[src/rtl/fetch_sequencer_pkg.sv]
// Shared types and constants for the fetch sequencer.
// Latency: n/a (declarations only).
// Backpressure: n/a.
package fetch_sequencer_pkg;

  typedef enum logic [1:0] {
    BOOT  = 2'd0,
    FETCH = 2'd1,
    ISSUE = 2'd2,
    FAULT = 2'd3
  } state_t;

  // addi x0, x0, 0 -- harmless instruction presented before the first fetch
  localparam logic [31:0] NOP_INSTR = 32'h0000_0013;
  localparam logic [31:0] PC_INCR   = 32'd4;

endpackage

[src/rtl/fetch_sequencer_pc_incrementer.sv]
// Sequential-PC adder, kept separate so link-address logic can reuse it.
// Latency: combinational.
// Backpressure: none.
//   pc       : current program counter
//   pc_plus4 : pc + 4, wrapping modulo 2^32
module pc_incrementer
  import fetch_sequencer_pkg::*;
(
  input  logic [31:0] pc,
  output logic [31:0] pc_plus4
);

  assign pc_plus4 = pc + PC_INCR;

endmodule

[src/rtl/fetch_sequencer.sv]
// Single-core fetch control: drives pcnext, the imem handshake, the decode
// hand-off, redirects and trap entry.
// Latency: 2 cycles per instruction minimum (FETCH + ISSUE), +1 per imem wait.
// Backpressure: stall holds ISSUE with instr stable; redirect is taken even when stalled.
//
// Ports:
//   clk, rst         : clock, asynchronous active-high reset
//   pc / pcnext      : external PC register value / value it loads every clock
//   imem_req/addr    : fetch request and address (addr is always pc)
//   imem_ready/rdata : instruction memory response
//   instr/valid      : held instruction offered to decode; stall from decode
//   redirect(_target): taken branch/jump for the offered instruction
//   trap             : trap or interrupt request
//   fault            : sticky misaligned-redirect flag
//   instr_count      : instructions retired from ISSUE
module fetch_sequencer
  import fetch_sequencer_pkg::*;
#(
  parameter logic [31:0] RESET_VECTOR = 32'h0000_0000,
  parameter logic [31:0] TRAP_VECTOR  = 32'h0000_0100
) (
  input  logic        clk,
  input  logic        rst,
  input  logic [31:0] pc,
  output logic [31:0] pcnext,
  output logic        imem_req,
  output logic [31:0] imem_addr,
  input  logic        imem_ready,
  input  logic [31:0] imem_rdata,
  output logic [31:0] instr,
  output logic        instr_valid,
  input  logic        stall,
  input  logic        redirect,
  input  logic [31:0] redirect_target,
  input  logic        trap,
  output logic        fault,
  output logic [31:0] instr_count
);

  state_t      state;
  logic        trap_pend;
  logic [31:0] pc_plus4;
  logic        trap_hit;
  logic        bad_target;

  pc_incrementer u_pc_inc (
    .pc       (pc),
    .pc_plus4 (pc_plus4)
  );

  // A trap seen during any wait cycle of the fetch is remembered, so the
  // eventual memory response is dropped rather than issued.
  assign trap_hit   = trap_pend | trap;
  assign bad_target = (redirect_target[1:0] != 2'b00);
  assign imem_addr  = pc;

  always_comb begin
    pcnext      = pc;
    imem_req    = 1'b0;
    instr_valid = 1'b0;
    case (state)
      BOOT: pcnext = RESET_VECTOR;
      FETCH: begin
        imem_req = 1'b1;
        if (imem_ready && trap_hit) pcnext = TRAP_VECTOR;
      end
      ISSUE: begin
        instr_valid = 1'b1;
        if (trap)                        pcnext = TRAP_VECTOR;
        else if (redirect && bad_target) pcnext = pc;
        else if (redirect)               pcnext = redirect_target;
        else if (!stall)                 pcnext = pc_plus4;
      end
      FAULT: pcnext = pc;
      default: pcnext = pc;
    endcase
  end

  always_ff @(posedge clk or posedge rst) begin
    if (rst) begin
      state       <= BOOT;
      instr       <= NOP_INSTR;
      trap_pend   <= 1'b0;
      fault       <= 1'b0;
      instr_count <= 32'd0;
    end else begin
      case (state)
        BOOT: state <= FETCH;
        FETCH: begin
          if (imem_ready) begin
            if (trap_hit) begin
              // Response discarded; pcnext already steers to the trap vector.
              trap_pend <= 1'b0;
            end else begin
              instr <= imem_rdata;
              state <= ISSUE;
            end
          end else if (trap) begin
            trap_pend <= 1'b1;
          end
        end
        ISSUE: begin
          if (trap) begin
            state <= FETCH;
          end else if (redirect && bad_target) begin
            fault <= 1'b1;
            state <= FAULT;
          end else if (redirect || !stall) begin
            instr_count <= instr_count + 32'd1;
            state       <= FETCH;
          end
        end
        FAULT: fault <= 1'b1;
        default: state <= BOOT;
      endcase
    end
  end

endmodule
[config.mk]
export PLATFORM = sky130hd
export DESIGN_NAME = fetch_sequencer
export DESIGN_NICKNAME = d
export VERILOG_FILES = /design/src/rtl/fetch_sequencer_pkg.sv /design/src/rtl/fetch_sequencer_pc_incrementer.sv /design/src/rtl/fetch_sequencer.sv
export SDC_FILE = /design/constraint.sdc
export NUM_CORES = 1
export LEC_CHECK = 0
export CAP_MARGIN = 0
export CORE_MARGIN = 4
export CORE_UTILIZATION = 36
export DETAILED_ROUTE_END_ITERATION = 6
export PLACE_DENSITY = 0.8
export SLEW_MARGIN = 20
export SYNTH_ARGS = -nofsm -noshare
export SYNTH_HDL_FRONTEND = slang
export SYNTH_HIERARCHICAL = 1
export SYNTH_SLANG_ARGS = --single-unit
[constraint.sdc]
create_clock -name clk -period 1.9 [get_ports clk]
set_input_delay 0.285 -clock clk [delete_from_list [all_inputs] [get_ports clk]]
set_output_delay 0.285 -clock clk [all_outputs]
set_load 0.1 [all_outputs]
==> results of run 1 <==
logic make-up (layout without fill, tap and decap cells):
group / count (synthesis) / count (layout) / synth area share, %
AND/OR/NAND/NOR: 149 / 149 / 17.67
AO/OA/AOI/OAI: 77 / 77 / 13.61
flip-flops: 68 / 68 / 38.41
buffers and inverters: 62 / 350 / 8.340
XOR/XNOR: 59 / 59 / 11.64
multiplexers: 33 / 33 / 8.369
adder cells (fa/ha/maj): 7 / 7 / 1.972
through the flow:
| step | area, sq um | worst slack [ns] | power (mW) | TNS, ns |
|---|---|---|---|---|
| after floorplan | 4765 | -0.5509 | 9.106 | -30.50 |
| after global placement | 8190 | -0.9762 | 12.24 | -29.40 |
| after detailed placement | 8190 | -1.001 | 12.38 | -31.70 |
| after CTS | 8792 | -0.5133 | 14.18 | -15.21 |
| after global routing | 8902 | -0.5918 | 14.62 | -18.35 |
| final | 8902 | -0.5322 | 14.17 | -15.32 |
routing by layer:
layer  up-vias  GRT usage [%]  wire length (microns)
met3        31          6.790                   1466
li1       2170              -                      -
met4         4          7.241                    346
met1      2319          26.86                   6589
met5         -              0                     15
met2       232          41.79                   8847
cell usage after synthesis (2+ instances only):
master | instances | area [sq um]
nand4_1 | 17 | 106.4
and2_1 | 5 | 31.28
buf_4 | 34 | 255.2
buf_2 | 8 | 40.04
dfstp_2 | 3 | 78.83
a32oi_1 | 2 | 17.52
a22o_1 | 28 | 245.2
nor2b_1 | 2 | 12.51
nand3_1 | 22 | 110.1
xnor2_1 | 48 | 420.4
o211ai_1 | 2 | 15.01
nor2_2 | 2 | 12.51
and4_1 | 2 | 17.52
inv_1 | 7 | 26.28
xor2_1 | 11 | 96.34
o21ai_0 | 5 | 25.02
a21oi_1 | 3 | 15.01
a22oi_1 | 29 | 217.7
clkbuf_1 | 13 | 48.80
dfrtp_1 | 65 | 1627
mux2_2 | 33 | 371.6
nor3_1 | 6 | 30.03
ha_1 | 7 | 87.58
nor4_4 | 2 | 42.54
or2_2 | 3 | 18.77
nor2_1 | 47 | 176.4
nand2_1 | 26 | 97.59
and3_1 | 7 | 43.79
worst min-delay path, cell delays in order:
cell and delay, ns:
clkdlybuf4s50_1 0.44, clkinvlp_4 0.10, buf_12 0.31
area by class of cell:
| type | instances | area [sq um] | area share, % |
|---|---|---|---|
| repair buffers | 327 | 3720 | 41.78 |
| multi-input cells | 325 | 2939 | 33.01 |
| flip-flops and latches | 68 | 1733 | 19.47 |
| clock buffers | 11 | 242.7 | 2.727 |
| well taps | 168 | 210.2 | 2.361 |
| inverters | 7 | 30.03 | 0.3373 |
| clock inverters | 5 | 27.53 | 0.3092 |
what timing repair did:
action,in CTS,in global routing
buffers inserted,7,5
pin swaps,35,35
setup endpoints to repair,50,57
gates resized for setup,105,32
gates cloned,1,1
flip-flops by register name (all words and copies together) (netlist names):
signal,cells
instr,32
fault,1
trap_pend,1
instr_count,32
state,2
where the power goes:
group          switching, mW  internal [mW]  total (mW)
Combinational           7.19           3.31        10.5
Clock                  0.601          0.908        1.51
Sequential             0.278           1.88        2.16
Total                   8.06           6.10        14.2
path summary, 6_finish.rpt:
check | to | slack (ns) | cells after the start
min in group clk | instr_count[13]$_DFFE_PP0P_ | 0.48 | 1
hold reg to reg | instr_count[13]$_DFFE_PP0P_ | 0.48 | 1
setup / recovery | pcnext[4] | -0.53 | 8
hold / removal | instr_count[1]$_DFFE_PP0P_ | 0.41 | 3
max in group asynchronous | instr[4]$_DFFE_PP1P_ | 1.19 | 3
setup reg to reg | instr[26]$_DFFE_PP0P_ | 0.03 | 7
==> metrics, run 1 <==
outcome finished with violations; failing checks setup timing; clk_lat worst skew 0.33 ns; Final min period roughly 2.4 ns; RSZ-0062 raised after global routing yes; Post-Synthesis Cells around 460; Initial Util a little under two fifths; Critical Path Max Stage Delay between 0.3 and 0.4 ns; Die X between 100 and 150 microns; yosys warns 6; fmax a little over 400 MHz; clock root cell clkbuf_16; CTS tree yes; gr usage total between 20% and 30%; initial antenna violation count 2; ratio of cells with drive above 1 in the final layout 54.37%; gpl congestion between 0.8 and 0.9; Worst Setup SP state[0]$_DFFE_PP0P_; reg-to-reg startpoint state[1]$_DFFE_PP0P_; total CTS buffers 9; Area Overhead vs Synth 100.5%; VDD IR-drop max around 1.8 mV; max-slew violation count 0; # H-tree levels 3; vias in the first global route 5023; DIE HEIGHT 119.1 microns; Post-synth EDFFs 0; main flop type after synthesis dfrtp_1; critical path type flip-flop to output pin; Wirelength per Cell around 19 microns; worst path arrival time 2.15 ns; core area between 10000 and 15000 sq um; Post-Synthesis Net Count around 560; max cap viols 0; Fillers between 700 and 800; Clock Skews between 0.006 and 0.007 ns; ANT cells 0; final worst slack -0.5322 ns; utilization after layout between 70% and 80%; critical path peak fanout 31; # nets final roughly 850; Data required, critical path between 1.5 and 2 ns; detailed placement HPWL roughly 13 mm; First-pass DRT Iterations 4; gr ovfl total 0; Worst path top cell family by delay compound AO/OA/AOI/OAI gates; row count 40; number of nets with antenna violations after routing 0; first-pass GRT wire length between 20 and 30 mm; Syn Area/Cell approximately 9.8 sq um; mapped cell area ~4400 sq um; largest net degree at the start of global routing 69; IO Port Bufs ~230; drt drc 0; initial drt markers about 290; post-synthesis async set-or-reset flop share 100.0%; Min Hold Slack about 0.41 ns; critical path's most frequent cell buf_12; slew margin rel. between 70% and 80%; hold buffer count at cts 0; dpl cells 881; sequential area share after synthesis around two fifths; # clock sinks between 60 and 70; CTS clk-pin slew, worst paths 0.06 ns; drt total wl 17.27 mm; crit path buf inv count 3; crit start category flip-flop; worst-margin pin slew around 0.4 ns; Leakage roughly 3.8 nW; via count ~4800; Yosys reg bits slightly below 70; final setup violation count 32; Worst setup EP type output pin; Boundary Pins between 200 and 250; most frequent cells in the layout buf_4, buf_12, clkdlybuf4s50_1; Fin. Hold Viols 0; CP max-delay cell dfrtp_1; Final Cycle Share 128.0%; leading cell type in the layout, fill and taps excluded buf_4; crit path cell chain inv_2, ha_4, nor2b_4, a221o_1, buf_12, a22oi_2, nor2_4, buf_12; Bufs on Longest Clock Path 2; drt via density between 5 and 6; final non-filler cell total slightly above 900; count of different cell masters after synthesis 44; Die Area roughly 14000 sq um; worst hold path type primary input to async pin; P per Cell Area 1591 nW/um^2
Note: power is estimated with default switching activity, not from simulation.
==> run 2: changes to the inputs <==
--- a/config.mk
+++ b/config.mk
@@ -5,11 +5,12 @@
 export SDC_FILE = /design/constraint.sdc
 export NUM_CORES = 1
 export LEC_CHECK = 0
+export ABC_AREA = 1
 export CAP_MARGIN = 0
 export CORE_MARGIN = 4
-export CORE_UTILIZATION = 36
+export CORE_UTILIZATION = 39
 export DETAILED_ROUTE_END_ITERATION = 6
-export PLACE_DENSITY = 0.8
+export PLACE_DENSITY = 0.81
 export SLEW_MARGIN = 20
 export SYNTH_ARGS = -nofsm -noshare
 export SYNTH_HDL_FRONTEND = slang
==> run 2 against run 1 <==
The run still ends with setup timing left. Critical path depth is 3 higher. Sequential power hardly changed. Wire length is 17% higher. Power is 0.89% lower. Final area is 13% higher. Largest cell class unchanged.
==> metrics, run 2 <==
crit path cell chain inv_2, ha_4, nand2_4, inv_4, nand3_4, nand3_4, buf_12, buf_16, nand2_1, a21oi_4, buf_12 (was inv_2, ha_4, nor2b_4, a221o_1, buf_12, a22oi_2, nor2_4, buf_12); utilization after layout 75.38% (was 73.81%); initial antenna violation count 0 (was 2); Post-synth EDFFs 0 (unchanged); row count 42 (was 40); sequential power share 15.3% (was 15.2%); Leakage 4.576 nW (was 3.770 nW); outcome finished with violations (unchanged); drt via density 5.083 (was 5.221); VDD IR-drop max 1.893 mV (was 1.781 mV); slew margin rel. 70.56% (was 73.29%); via count 6059 (was 4756); detailed placement HPWL 15.62 mm (was 12.85 mm); ratio of cells with drive above 1 in the final layout 42.62% (was 54.37%); Data required, critical path 1.62 ns (about the same); Post-Synthesis Net Count 835 (was 564); count of different cell masters after synthesis 36 (was 44); depth of the most critical reg-to-reg path 8 (was 7); Boundary Pins 233 (unchanged); Final min period 2.273 ns (was 2.432 ns); total CTS buffers 9 (unchanged); clk_lat worst skew 0.33 ns (about the same); CTS tree yes (unchanged); Syn Area/Cell 7.393 sq um (was 9.759 sq um); fmax 440.0 MHz (was 411.1 MHz); leading cell type in the layout, fill and taps excluded nand2_1 (was buf_4); Psw 7.770 mW (was 8.065 mW); worst-margin pin slew 0.4415 ns (was 0.3990 ns); Fillers 910 (was 791); crit start category flip-flop (unchanged); biggest regs instr (32), instr_count (32), state (2) (unchanged); yosys warns 6 (unchanged); # clock sinks 68 (unchanged); Switching Fraction 55.34% (was 56.93%); met2 GRT Util 45.18% (was 41.79%); clock power share 12.1% (was 10.7%); initial drt markers 435 (was 288); gpl congestion 0.9033 (was 0.8891); largest net degree at the start of global routing 36 (was 69); max-slew violation count 0 (unchanged); # nets final 1120 (was 847); ANT cells 0 (unchanged); DIE HEIGHT 125.3 microns (was 119.1 microns); P per Cell Area 1396 nW/um^2 (was 1591 nW/um^2); TNS Setup -9.638 ns (was -15.32 ns); CP max-delay cell dfrtp_2 (was dfrtp_1); drt drc 0 (unchanged); dominant cell by count in the synthesized netlist nand2_1 (was dfrtp_1); leading post-synthesis cells by cell area dfrtp_1, nand2_1, buf_4 (was dfrtp_1, xnor2_1, mux2_2); Die Area 15700 sq um (was 14180 sq um); first-pass GRT wire length 31.35 mm (was 26.69 mm); M3 GR Usage 6.994% (was 6.790%); logic gate share of total power 72.6% (was 74.1%); critical path type flip-flop to output pin (unchanged); dpl cells 1159 (was 881); clock root cell clkbuf_16 (unchanged); failing checks setup timing (unchanged); final worst slack -0.3729 ns (was -0.5322 ns); sequential area share after synthesis 31.77% (was 38.41%); CTS clk-pin slew, worst paths 0.05 ns (was 0.06 ns); Final Cycle Share 119.6% (was 128.0%); Bufs on Longest Clock Path 2 (unchanged); met1 usage 27.96% (was 26.86%); final setup violation count 32 (unchanged); IO Port Bufs 232 (unchanged); mapped cell area 5368 sq um (was 4441 sq um); top post-synthesis cells by count nand2_1, nor2_1, dfrtp_1 (was dfrtp_1, xnor2_1, nor2_1); Clock Skews 0.009905 ns (was 0.006702 ns); post-synth top area share 30.30% (was 36.63%); First-pass DRT Iterations 5 (was 4); gr usage total 24.65% (was 23.39%); Die X 125.3 microns (was 119.1 microns); worst path arrival time 1.99 ns (was 2.15 ns); vias in the first global route 6117 (was 5023); core area 13350 sq um (was 12060 sq um); # H-tree levels 3 (unchanged); final non-filler cell total 1192 (was 911); Wirelength per Cell 16.99 microns (was 18.95 microns); RSZ-0062 raised after global routing yes (unchanged); drt total wl 20.25 mm (was 17.27 mm); post-synthesis async set-or-reset flop share 100.0% (unchanged); Post-Synthesis Cells 726 (was 455); Min Hold Slack 0.4245 ns (was 0.4083 ns); worst hold path type primary input to flip-flop (was primary input to async pin); number of nets with antenna violations after routing 0 (unchanged); critical path peak fanout 5 (was 31); max cap viols 0 (unchanged); Area Overhead vs Synth 87.44% (was 100.5%); Power Internal 6.270 mW (was 6.101 mW); Yosys reg bits 68 (unchanged); largest area contributor in the netlist dfrtp_1 (unchanged); main flop type after synthesis dfrtp_1 (unchanged); gr ovfl total 0 (unchanged); Critical Path Max Stage Delay 0.41 ns (was 0.37 ns); Worst setup EP type output pin (unchanged); most frequent cells in the layout nand2_1, buf_4, buf_12 (was buf_4, buf_12, clkdlybuf4s50_1); gr busiest metal met2 (unchanged); Initial Util 40.21% (was 36.82%); Fin. Hold Viols 0 (unchanged); hold depth 3
-- run 2: cell count changes in the layout (fill, tap and decap cells not counted), moves of 14 or more --
cell     before  now
inv_1         5   46
a22oi_2      29    0
nor2_4       33   13
nor2_2        2   19
nand2_1      24  211
xnor2_1      48   11
a21oi_4       0   31
nor2_1       14   50
mux2_2       33   19
nand2_2       1   35
-- run 2: layer usage --
| metal | vias to the layer above | wire length, microns |
|---|---|---|
| met4 | 0 | 565 |
| met1 | 2894 | 7666 |
| met3 | 39 | 1610 |
| met5 | - | 0 |
| li1 | 2855 | - |
| met2 | 271 | 10410 |
-- run 2: final timing paths --
kind | end | from | slack [ns]
worst max-delay path | pcnext[30] | state[0]$_DFFE_PP0P_ | -0.37
worst min-delay path | trap_pend$_DFFE_PP0P_ | trap | 0.42
worst max register to register | instr[10]$_DFFE_PP0P_ | state[0]$_DFFE_PP0P_ | 0.16
worst min register to register | instr[30]$_DFFE_PP0P_ | instr[30]$_DFFE_PP0P_ | 0.49
max in group asynchronous | instr[0]$_DFFE_PP1P_ | rst | 1.04
min in group asynchronous | instr_count[24]$_DFFE_PP0P_ | rst | 0.50
-- run 2: stage by stage --
step	setup WS [ns]	total power, mW	cell area, sq um
finish	-0.3729	14.04	10060
global route	-0.4327	14.49	10060
CTS	-0.3549	14.04	9928
detailed placement	-0.6922	11.85	9315
global placement	-0.6482	11.72	9315
floorplan	-0.4474	8.756	5842
-- run 2: power by group through the flow --
stage,logic [mW],clock network (mW),registers [mW]
6_report,10.2,1.70,2.16
5_1_grt,10.5,1.79,2.20
4_1_cts,10.2,1.72,2.16
3_5_place_dp,9.69,0,2.17
3_3_place_gp,9.58,0,2.14
2_1_floorplan,3.96,0,4.79
-- run 2: repair_timing --
item	in CTS	in global routing
endpoints found under the setup margin	32	32
buffers inserted	10	8
gates cloned	2	0
gates resized for setup	105	40
pin swaps	37	31
hold buffers	0	0
-- run 2: final cells by class --
class / count / area [sq um] / share of cell area [%]
repair buffers: 328 / 3830 / 38.07
flip-flops and latches: 68 / 1722 / 17.11
multi-input cells: 544 / 3741 / 37.18
well taps: 176 / 220.2 / 2.189
clock buffers: 15 / 277.8 / 2.761
clock inverters: 1 / 30.03 / 0.2985
inverters: 60 / 240.2 / 2.388
-- run 2: cells by family (layout without fill, tap and decap cells) --
kind of cell	Yosys count	after routing	share of synthesized area (%)
compound gates	69	69	8.578
flops	68	68	31.77
buf+inv	114	404	11.12
xor+xnor	32	32	5.361
fa+ha+maj	7	7	1.632
mux	32	32	6.713
simple gates	404	404	34.82
-- run 2: critical path, delay by kind of cell (launching register included) --
family          cells  cell delay (ns)
compound gates      1             0.16
flops               1             0.41
fa+ha+maj           1             0.15
buf+inv             5             0.59
simple gates        4             0.33
